`src/rtl/apb_spi_pkg.sv`:
```
// apb_spi_pkg: CoreSPI register offsets and bridge FSM states
package apb_spi_pkg;
    localparam logic [7:0] CONTROL  = 8'h00;
    localparam logic [7:0] INTCLEAR = 8'h04;
    localparam logic [7:0] RXDATA   = 8'h08;
    localparam logic [7:0] TXDATA   = 8'h0C;
    localparam logic [7:0] INTMASK  = 8'h10;
    localparam logic [7:0] STAT     = 8'h20;
    typedef enum logic [2:0] {IDLE, CFG_SETUP, CFG_ACCESS, SETUP, ACCESS} state_t;
endpackage

```
`src/rtl/apb_spi_if.sv`:
```
// apb_spi_if: APB3 bus between the bridge (master) and the CoreSPI APB port (slave)
// Signals: PSEL, PENABLE, PWRITE, PADDR, PWDATA (master out); PRDATA, PREADY, PSLVERR (slave out)
interface apb_spi_if #(
    parameter int ADDR_W = 8,
    parameter int DATA_W = 8
);
    logic              PSEL;
    logic              PENABLE;
    logic              PWRITE;
    logic [ADDR_W-1:0] PADDR;
    logic [DATA_W-1:0] PWDATA;
    logic [DATA_W-1:0] PRDATA;
    logic              PREADY;
    logic              PSLVERR;
    modport master (output PSEL, PENABLE, PWRITE, PADDR, PWDATA, input PRDATA, PREADY, PSLVERR);
    modport slave  (input PSEL, PENABLE, PWRITE, PADDR, PWDATA, output PRDATA, PREADY, PSLVERR);
endinterface

```
`src/rtl/apb_spi_rxbuf.sv`:
```
// apb_spi_rxbuf: synchronous FIFO buffering frames read from the SPI RX register
// Ports: PCLK, PRESET (sync active-high), push/din write side, pop/dout read side, full, empty
module apb_spi_rxbuf #(
    parameter int DATA_W = 8,
    parameter int DEPTH  = 4
) (
    input  logic              PCLK,
    input  logic              PRESET,
    input  logic              push,
    input  logic [DATA_W-1:0] din,
    input  logic              pop,
    output logic [DATA_W-1:0] dout,
    output logic              full,
    output logic              empty
);
    localparam int AW = $clog2(DEPTH);
    if (DEPTH < 2 || (DEPTH & (DEPTH - 1)) != 0) begin : g_depth_chk
        $error("apb_spi_rxbuf: DEPTH must be a power of 2 and >= 2");
    end
    logic [DATA_W-1:0] mem [DEPTH];
    // One extra pointer bit separates full from empty when the indices match
    logic [AW:0] wp, rp;
    logic do_push, do_pop;
    assign do_push = push && !full;
    assign do_pop  = pop && !empty;
    assign empty   = wp == rp;
    assign full    = (wp ^ rp) == {1'b1, {AW{1'b0}}};
    assign dout    = mem[rp[AW-1:0]];
    always_ff @(posedge PCLK) begin
        if (PRESET) begin
            wp <= '0;
            rp <= '0;
        end else begin
            wp <= wp + {{AW{1'b0}}, do_push};
            rp <= rp + {{AW{1'b0}}, do_pop};
        end
    end
    always_ff @(posedge PCLK) begin
        if (do_push) mem[wp[AW-1:0]] <= din;
    end
endmodule

```
`src/rtl/apb_spi_bridge.sv`:
```
// apb_spi_bridge: APB3 master that configures CoreSPI once, then moves RX/TX frames
// Ports: PCLK, PRESET (sync active-high); apb (APB master modport);
//        SPIRXAVAIL, SPITXRFM (SPI FIFO status); tx_data/tx_valid/tx_ready (TX stream in);
//        rx_data/rx_valid/rx_ready (RX stream out); init_done; err (sticky until PRESET)
// Build option: APB_SPI_TIMEOUT_EN aborts an ACCESS after TIMEOUT cycles without PREADY
module apb_spi_bridge
    import apb_spi_pkg::*;
#(
    parameter int                DATA_W    = 8,
    parameter int                ADDR_W    = 8,
    parameter logic [DATA_W-1:0] CTRL_INIT = 'h03,
    parameter int                RX_DEPTH  = 4,
    parameter int                TIMEOUT   = 16
) (
    input  logic              PCLK,
    input  logic              PRESET,
    apb_spi_if.master         apb,
    input  logic              SPIRXAVAIL,
    input  logic              SPITXRFM,
    input  logic [DATA_W-1:0] tx_data,
    input  logic              tx_valid,
    output logic              tx_ready,
    output logic [DATA_W-1:0] rx_data,
    output logic              rx_valid,
    input  logic              rx_ready,
    output logic              init_done,
    output logic              err
);
    if (TIMEOUT < 1) begin : g_timeout_chk
        $error("apb_spi_bridge: TIMEOUT must be >= 1");
    end
    state_t            state, state_n;
    logic [ADDR_W-1:0] paddr, paddr_n;
    logic [DATA_W-1:0] pwdata, pwdata_n;
    logic              pwrite, pwrite_n;
    logic              init_n, err_n;
    logic              tx_pri, tx_pri_n;
    logic              push, full, empty;
    logic              rx_elig, tx_elig, tmo;
    assign apb.PSEL    = state != IDLE;
    assign apb.PENABLE = state == CFG_ACCESS || state == ACCESS;
    assign apb.PWRITE  = pwrite;
    assign apb.PADDR   = paddr;
    assign apb.PWDATA  = pwdata;
    assign rx_valid    = !empty;
    assign rx_elig     = SPIRXAVAIL && !full;
    // A reset edge aborts everything, so never acknowledge a TX frame in that cycle
    assign tx_elig     = tx_valid && SPITXRFM && !PRESET;
`ifdef APB_SPI_TIMEOUT_EN
    localparam int CW = $clog2(TIMEOUT + 1);
    localparam logic [CW-1:0] TMO_LAST = CW'(TIMEOUT - 1);
    logic [CW-1:0] wait_cnt;
    assign tmo = apb.PENABLE && !apb.PREADY && wait_cnt == TMO_LAST;
    always_ff @(posedge PCLK) begin
        wait_cnt <= (PRESET || !apb.PENABLE || apb.PREADY || tmo) ? '0 : wait_cnt + CW'(1);
    end
`else
    assign tmo = 1'b0;
`endif
    apb_spi_rxbuf #(.DATA_W(DATA_W), .DEPTH(RX_DEPTH)) u_rxbuf (
        .PCLK  (PCLK),
        .PRESET(PRESET),
        .push  (push),
        .din   (apb.PRDATA),
        .pop   (rx_ready),
        .dout  (rx_data),
        .full  (full),
        .empty (empty)
    );
    always_comb begin
        state_n  = state;
        paddr_n  = paddr;
        pwdata_n = pwdata;
        pwrite_n = pwrite;
        init_n   = init_done;
        err_n    = err;
        tx_pri_n = tx_pri;
        tx_ready = 1'b0;
        push     = 1'b0;
        case (state)
            IDLE: begin
                if (!init_done) begin
                    state_n  = CFG_SETUP;
                    paddr_n  = ADDR_W'(CONTROL);
                    pwdata_n = CTRL_INIT;
                    pwrite_n = 1'b1;
                end else if (rx_elig && !(tx_elig && tx_pri)) begin
                    // RX normally wins; tx_pri hands the next contested slot to TX
                    state_n  = SETUP;
                    paddr_n  = ADDR_W'(RXDATA);
                    pwrite_n = 1'b0;
                    tx_pri_n = 1'b1;
                end else if (tx_elig) begin
                    state_n  = SETUP;
                    paddr_n  = ADDR_W'(TXDATA);
                    pwdata_n = tx_data;
                    pwrite_n = 1'b1;
                    tx_pri_n = 1'b0;
                    tx_ready = 1'b1;
                end
            end
            CFG_SETUP: state_n = CFG_ACCESS;
            SETUP:     state_n = ACCESS;
            CFG_ACCESS, ACCESS: begin
                if (apb.PREADY) begin
                    // A failed CONTROL write leaves init_done low, so IDLE retries it
                    state_n = IDLE;
                    err_n   = err || apb.PSLVERR;
                    init_n  = init_done || (state == CFG_ACCESS && !apb.PSLVERR);
                    push    = state == ACCESS && !pwrite && !apb.PSLVERR;
                end else if (tmo) begin
                    state_n = IDLE;
                    err_n   = 1'b1;
                end
            end
            default: state_n = IDLE;
        endcase
    end
    always_ff @(posedge PCLK) begin
        if (PRESET) begin
            state     <= IDLE;
            paddr     <= ADDR_W'(CONTROL);
            pwdata    <= '0;
            pwrite    <= 1'b0;
            init_done <= 1'b0;
            err       <= 1'b0;
            tx_pri    <= 1'b0;
        end else begin
            state     <= state_n;
            paddr     <= paddr_n;
            pwdata    <= pwdata_n;
            pwrite    <= pwrite_n;
            init_done <= init_n;
            err       <= err_n;
            tx_pri    <= tx_pri_n;
        end
    end
endmodule

```
`src/flat_wrapper.sv`:
```
// flat-port wrapper written by rule: the top's interface ports become plain ports
module apb_spi_bridge_flat import apb_spi_pkg::*;
#(
    parameter int                DATA_W    = 8,
    parameter int                ADDR_W    = 8,
    parameter logic [DATA_W-1:0] CTRL_INIT = 'h03,
    parameter int                RX_DEPTH  = 4,
    parameter int                TIMEOUT   = 16
)
  (PCLK, PRESET, SPIRXAVAIL, SPITXRFM, tx_data, tx_valid, tx_ready, rx_data, rx_valid, rx_ready, init_done, err, apb_PSEL, apb_PENABLE, apb_PWRITE, apb_PADDR, apb_PWDATA, apb_PRDATA, apb_PREADY, apb_PSLVERR);
  apb_spi_if #(.ADDR_W(ADDR_W), .DATA_W(DATA_W)) apb_i ();
  input  logic PCLK;
  input  logic PRESET;
  input  logic SPIRXAVAIL;
  input  logic SPITXRFM;
  input  logic [DATA_W-1:0] tx_data;
  input  logic tx_valid;
  output logic tx_ready;
  output logic [DATA_W-1:0] rx_data;
  output logic rx_valid;
  input  logic rx_ready;
  output logic init_done;
  output logic err;
  output wire logic [$bits(apb_i.PSEL)-1:0] apb_PSEL;
  output wire logic [$bits(apb_i.PENABLE)-1:0] apb_PENABLE;
  output wire logic [$bits(apb_i.PWRITE)-1:0] apb_PWRITE;
  output wire logic [$bits(apb_i.PADDR)-1:0] apb_PADDR;
  output wire logic [$bits(apb_i.PWDATA)-1:0] apb_PWDATA;
  input wire logic [$bits(apb_i.PRDATA)-1:0] apb_PRDATA;
  input wire logic [$bits(apb_i.PREADY)-1:0] apb_PREADY;
  input wire logic [$bits(apb_i.PSLVERR)-1:0] apb_PSLVERR;
  assign apb_PSEL = apb_i.PSEL;
  assign apb_PENABLE = apb_i.PENABLE;
  assign apb_PWRITE = apb_i.PWRITE;
  assign apb_PADDR = apb_i.PADDR;
  assign apb_PWDATA = apb_i.PWDATA;
  assign apb_i.PRDATA = apb_PRDATA;
  assign apb_i.PREADY = apb_PREADY;
  assign apb_i.PSLVERR = apb_PSLVERR;
  apb_spi_bridge #(.DATA_W(DATA_W), .ADDR_W(ADDR_W), .CTRL_INIT(CTRL_INIT), .RX_DEPTH(RX_DEPTH), .TIMEOUT(TIMEOUT)) u_core (.PCLK(PCLK), .PRESET(PRESET), .apb(apb_i), .SPIRXAVAIL(SPIRXAVAIL), .SPITXRFM(SPITXRFM), .tx_data(tx_data), .tx_valid(tx_valid), .tx_ready(tx_ready), .rx_data(rx_data), .rx_valid(rx_valid), .rx_ready(rx_ready), .init_done(init_done), .err(err));
endmodule
```
`config.mk`:
```
export PLATFORM = sky130hd
export DESIGN_NAME = apb_spi_bridge_flat
export DESIGN_NICKNAME = d
export VERILOG_FILES = /design/src/rtl/apb_spi_pkg.sv /design/src/rtl/apb_spi_if.sv /design/src/rtl/apb_spi_rxbuf.sv /design/src/rtl/apb_spi_bridge.sv /design/src/flat_wrapper.sv
export SDC_FILE = /design/constraint.sdc
export NUM_CORES = 1
export LEC_CHECK = 0
export ABC_AREA = 1
export CAP_MARGIN = 30
export CORE_MARGIN = 5
export CORE_UTILIZATION = 50
export DETAILED_ROUTE_END_ITERATION = 10
export HOLD_SLACK_MARGIN = 0.02
export PLACE_DENSITY_LB_ADDON = 0.1
export SLEW_MARGIN = 20
export SYNTH_ARGS = -nofsm -noshare
export SYNTH_HDL_FRONTEND = slang
export SYNTH_SLANG_ARGS = --single-unit
export TNS_END_PERCENT = 100
```
`constraint.sdc`:
```
create_clock -name PCLK -period 4.05 [get_ports PCLK]
set_input_delay 0.405 -clock PCLK [delete_from_list [all_inputs] [get_ports PCLK]]
set_output_delay 0.405 -clock PCLK [all_outputs]
set_load 0.01 [all_outputs]
```
; Word level (Yosys, flattened, before mapping)
; Memory sizes are Yosys's and may differ from the RTL's. A register that Yosys moved wholly into a read port is not among the register bits.
; Cells that the tools add are included.
[totals]
wordCells = 77
mem_count = 1
register_bits = 29
ram_bits = 32
mem_bits_ro = 0
latch_bits = 0
output_inout_bits = 31
[mem_list]
columns = name, words, word_bits, read_ports, rd_clocked_by_memory_dff, write_ports, line_no
row1 = u_core.u_rxbuf.mem, 4, 8, 1, 1, 1, apb_spi_rxbuf.sv:20  ; logic [DATA_W-1:0] mem [DEPTH];
[op_classes]
div = 0
reduce_logical = 28
n_eq_ne = 11
mul = 0
mux = 25
addsub = 2
shifts = 0
bitwise = 1
order_cmp = 0
[ops]
columns = op, count
row1 = 2-to-1 mux 8 bit, 6
row2 = 2-to-1 mux 1 bit, 13
row3 = 2-to-1 mux 3 bit, 4
row4 = one-hot mux 3 bit (4 select lines), 1
row5 = logical AND 1 bit, 10
row6 = adder 3 x 1 -> 3 bit, 2
row7 = "== test 3 x 2 -> 1 bit, second input constant", 2
row8 = "== test 3 bit, second input constant", 2
row9 = logical NOT 1 bit, 6
row10 = "inequality test 2 bit, second input constant", 3
row11 = AND reduction 2 bit, 3
row12 = AND reduction 3 bit, 2
row13 = "inequality test 4 bit, second input constant", 1
row14 = "== test 3 x 1 -> 1 bit, second input constant", 1
row15 = == test 3 bit, 1
row16 = logical NOT 3 bit, 1
row17 = logical OR 1 bit, 3
row18 = "inequality test 3 bit, second input constant", 1
row19 = nonzero test 3 bit, 1
row20 = XOR 3 bit, 1
row21 = 2-to-1 mux 2 bit, 1
row22 = nonzero test 2 bit, 1
row23 = OR reduction 2 bit, 1

; Logic depth before layout (Yosys ltp)
[logic_depth]
ltp_word = 8
depth_mapped = 11

; Modules after synthesis
; Synthesis repeated with hierarchy kept, for this count alone.
[hier_totals]
hier_cells = 236
area_unflattened_um2 = 2496.1
[by_module_without_submodules]
columns = module, area_per_inst_um2, cells_per_inst, instances
row1 = apb_spi_rxbuf, 1687.9, 129, 1
row2 = apb_spi_bridge, 808.3, 107, 1

; Least setup slack after synthesis
; No wires, ideal clock.
[synth_timing]
path_kind = in2reg
startpoint = input apb_PREADY
endpoint = memory u_core.u_rxbuf.mem[0][0] (enable)
arrival_ns = 1.436
path_slack_ns = 2.230
setup_time_ns = 0.383
cell_stages = 4
cell_sequence = inv_1 -> nor4_1 -> nand2_1 -> nor3_1
[synth_between]
elab_chain_len = 5
[synth_lines]
columns = item, line_no
row1 = "start, declared", flat_wrapper.sv:30  ; input wire logic [$bits(apb_i.PREADY)-1:0] apb_PREADY;
row2 = 2-to-1 mux 1 bit, apb_spi_bridge.sv:105  ; if (apb.PREADY) begin
row3 = 2-to-1 mux 1 bit, apb_spi_bridge.sv:80  ; case (state)
row4 = logical AND 1 bit, apb_spi_rxbuf.sv:24  ; assign do_push = push && !full;
row5 = 2-to-1 mux 1 bit, apb_spi_rxbuf.sv:39  ; if (do_push) mem[wp[AW-1:0]] <= din;
row6 = 2-to-1 mux 1 bit (not written as such), apb_spi_rxbuf.sv:39
row7 = "end, declared", apb_spi_rxbuf.sv:20
; Every way passes these cells.

; Worst setup path in the final report
[layout_timing]
startpoint = register u_core.u_rxbuf.rp[0]
endpoint = output tx_ready
[layout_between]
elab_chain_len = 8
[layout_lines]
columns = item, line_no
row1 = "start, declared", apb_spi_rxbuf.sv:22  ; logic [AW:0] wp, rp;
row2 = "start signal, assigned", apb_spi_rxbuf.sv:35  ; rp <= rp + {{AW{1'b0}}, do_pop};
row3 = XOR 3 bit, apb_spi_rxbuf.sv:27  ; assign full = (wp ^ rp) == {1'b1, {AW{1'b0}}};
row4 = == test 3 bit, apb_spi_rxbuf.sv:27
row5 = logical NOT 1 bit, apb_spi_bridge.sv:46  ; assign rx_elig = SPIRXAVAIL && !full;
row6 = logical AND 1 bit, apb_spi_bridge.sv:46
row7 = logical AND 1 bit, apb_spi_bridge.sv:87  ; end else if (rx_elig && !(tx_elig && tx_pri)) begin
row8 = 2-to-1 mux 1 bit, apb_spi_bridge.sv:87
row9 = 2-to-1 mux 1 bit, apb_spi_bridge.sv:82  ; if (!init_done) begin
row10 = 2-to-1 mux 1 bit, apb_spi_bridge.sv:80
row11 = "end, declared", flat_wrapper.sv:18  ; output logic tx_ready;
; Every way passes these cells.

==> flow_metrics.py <==
metrics = {
    "worst_hold_path": {
        "min_path_type": "reg -> reg",
        "min_path_cells": 2,
    },
    "final_layout": {
        "most-common-layout-cells": "48 x clkdlybuf4s50_1, 36 x nand2_1, 32 x edfxtp_1",
        "num-nets-final": 312,
        "drive_gt1_share_pct": 9.47,
        "nFillCells": 369,
        "layout.cells.non_filler": 337,
        "final_common_cell": "clkdlybuf4s50_1",
        "syn_to_final_growth_pct": 25.8,
        "utilization_pct": 66.2,
        "diodes": 0,
    },
    "routing": {
        "via_per_inst": 5.08,
        "totalWireLength_um": 4780,
        "postRouteAntennaNets": 0,
        "dr.pass1.iters": 4,
        "vias": 1712,
        "route.detailed.drc": 0,
        "wl_per_cell_um": 14.2,
        "first_iter_violations": 156,
    },
    "floorplan": {
        "die_w_um": 78.4,
        "dieArea_um2": 6150,
        "core_um2": 4440,
        "initial_utilization_pct": 52.6,
        "rows": 24,
        "die_h_um": 78.4,
        "ioPinCount": 55,
    },
    "power_and_ir_drop": {
        "power_density_nw_per_um2": 350,
        "seqPwrFrac_pct": 59.0,
        "swShare_pct": 24.4,
        "clkPwrFrac_pct": 29.2,
        "p_comb_share_pct": 11.8,
        "power_uw": 1030,
        "ir_worst_vdd_mv": 0.248,
        "intPower_uw": 780,
        "p_leak_uw": 0.00111,
        "switchingPower_uw": 252,
    },
    "grt": {
        "antenna_found_initial": 0,
        "grt_overflow_total": 0,
        "track_usage_pct": 16.2,
        "grt_max_degree": 21,
        "grt_pass1_wl_um": 7800,
        "first_global_vias": 1646,
    },
    "logic_synthesis": {
        "dominantRegCellSynth": "edfxtp_1",
        "syn_area_per_cell_um2": 10.1,
        "seq_area_frac_synth_pct": 60.7,
        "syn_inst": 231,
        "async_flop_share_pct": 0,
        "synth-seq-cells": 55,
        "ys_types": 26,
        "synth_edf_count": 32,
        "syn-cell-area_um2": 2340,
        "yosysWarnings": 0,
    },
    "timing": {
        "finClkSkew_ps": 3.04,
        "post-route-period-util_pct": 66.0,
        "max_freq_ghz": 0.374,
        "relSlewSlack_pct": 51.9,
        "period_needed_ps": 2670,
        "fin_tns_setup_ps": 0,
        "tightest_slew_ps": 715,
        "rsz0062_at_grt": "no",
        "hold_viol": 0,
        "slew_violations": 0,
        "worst_hold_slack_ps": 470,
        "finalSetupViolCount": 0,
    },
    "placement": {
        "globalplace.congestion": 0.819,
        "dp.cells": 329,
        "io_buffers": 48,
        "hpwl_um": 3550,
    },
    "clock_tree": {
        "clkSinkCount": 55,
        "path_clk_slew_ps": 100,
        "cts_buffers": 5,
        "cts_max_level": 2,
        "cts_hold_buf": 0,
        "cts_root_buf": "clkbuf_8",
        "clk_path_buf_depth": 2,
        "cts_setup_buffers": 0,
        "worstSkewPairLatency_ps": 310,
        "cts_tree": "done",
        "cts_resized": 0,
    },
    "worst_setup_path": {
        "end_kind": "output pin",
        "arrival_ps": 2270,
        "start_kind": "flop",
        "cp_max_fo": 19,
        "criticalPathCategory": "reg -> out",
        "reg2regPathDepth": 7,
        "required_ps": 3640,
    },
    "job": {
        "drv_cap": 0,
    },
    "outcome": {
        "outcome": "complete, no violations",
    },
}
final timing paths:
check | from | to | slack (ps)
setup reg to reg | u_core.u_rxbuf.rp[0] | u_core.u_rxbuf.mem[0][7] | 1620
hold / removal | u_core.apb.PWDATA[3] | u_core.apb.PWDATA[3] | 470
hold reg to reg | u_core.apb.PWDATA[3] | u_core.apb.PWDATA[3] | 470
setup / recovery | u_core.u_rxbuf.rp[0] | tx_ready | 1380
registers in the layout, indices dropped and copies added (netlist names), 2 cells and up:
signal              flops
u_core.u_rxbuf.mem     32
u_core.apb.PWDATA       8
u_core.state            3
u_core.u_rxbuf.rp       3
u_core.u_rxbuf.wp       3
u_core.apb.PADDR        2
synth_stat cells (3+ instances only):
master	n	area share, %
nand2_1	36	5.8
edfxtp_1	32	41
nor2_1	31	5.0
dfxtp_1	23	20
inv_1	23	3.7
o21ai_0	18	3.9
a21oi_1	12	2.6
o22ai_1	8	2.1
buf_4	6	1.9
nand3_1	6	1.3
nor3_1	5	1.1
clkbuf_1	4	0.64
ha_1	4	2.1
nand2_2	4	1.1
nand3_4	3	2.2
kinds of logic after synthesis:
| kind of cell | synth area share, % |
|---|---|
| adder cells (fa/ha/maj) | 2.14 |
| other | 0.160 |
| AO/OA/AOI/OAI | 8.82 |
| flip-flops | 60.7 |
| XOR/XNOR | 0.749 |
| AND/OR/NAND/NOR | 19.0 |
| buffers and inverters | 8.34 |
stage by stage:
step,area [um^2],worst slack (ps)
global route,2940,1210
floorplan,2360,2230
finish,2940,1380
CTS,2940,1350
global placement,2850,1410
detailed placement,2860,1410
per-layer routing:
metal | share of wire (%) | track usage [%] | wire [um] | vias to the layer above
met2 | 48 | 26.5 | 2290 | 42
li1 | - | - | - | 863
met5 | 0 | 0 | 0 | -
met1 | 45 | 21.1 | 2170 | 799
met4 | 1.5 | 4.90 | 71 | 0
met3 | 5.2 | 4.46 | 246 | 8
worst max-delay path, stage by stage, from the launching register on:
cell and delay (ps):
dfxtp_1 780, nand2_1 130, nand2_2 130, nand3_4 100, nand2_4 110, nand3_4 90
clkinv_4 90, clkdlybuf4s50_1 530
power by group through the flow:
| stage | sequential, uW | clock, uW | combinational (uW) |
|---|---|---|---|
| after floorplan | 624 | 0 | 60.1 |
| after global placement | 621 | 0 | 122 |
| after detailed placement | 621 | 0 | 122 |
| after CTS | 609 | 305 | 123 |
| after global routing | 610 | 329 | 134 |
| final | 609 | 301 | 122 |
final cells by class:
| type | count | area [um^2] | area share, % |
|---|---|---|---|
| multi-input combinational | 143 | 742 | 25.2 |
| inverter | 26 | 113 | 3.82 |
| clock inverter | 3 | 18.8 | 0.637 |
| clock buffer | 5 | 68.8 | 2.34 |
| sequential | 55 | 1420 | 48.3 |
| tap | 52 | 65.1 | 2.21 |
| timing repair buffer | 53 | 515 | 17.5 |
No activity file was read; power rests on OpenSTA's default activity.
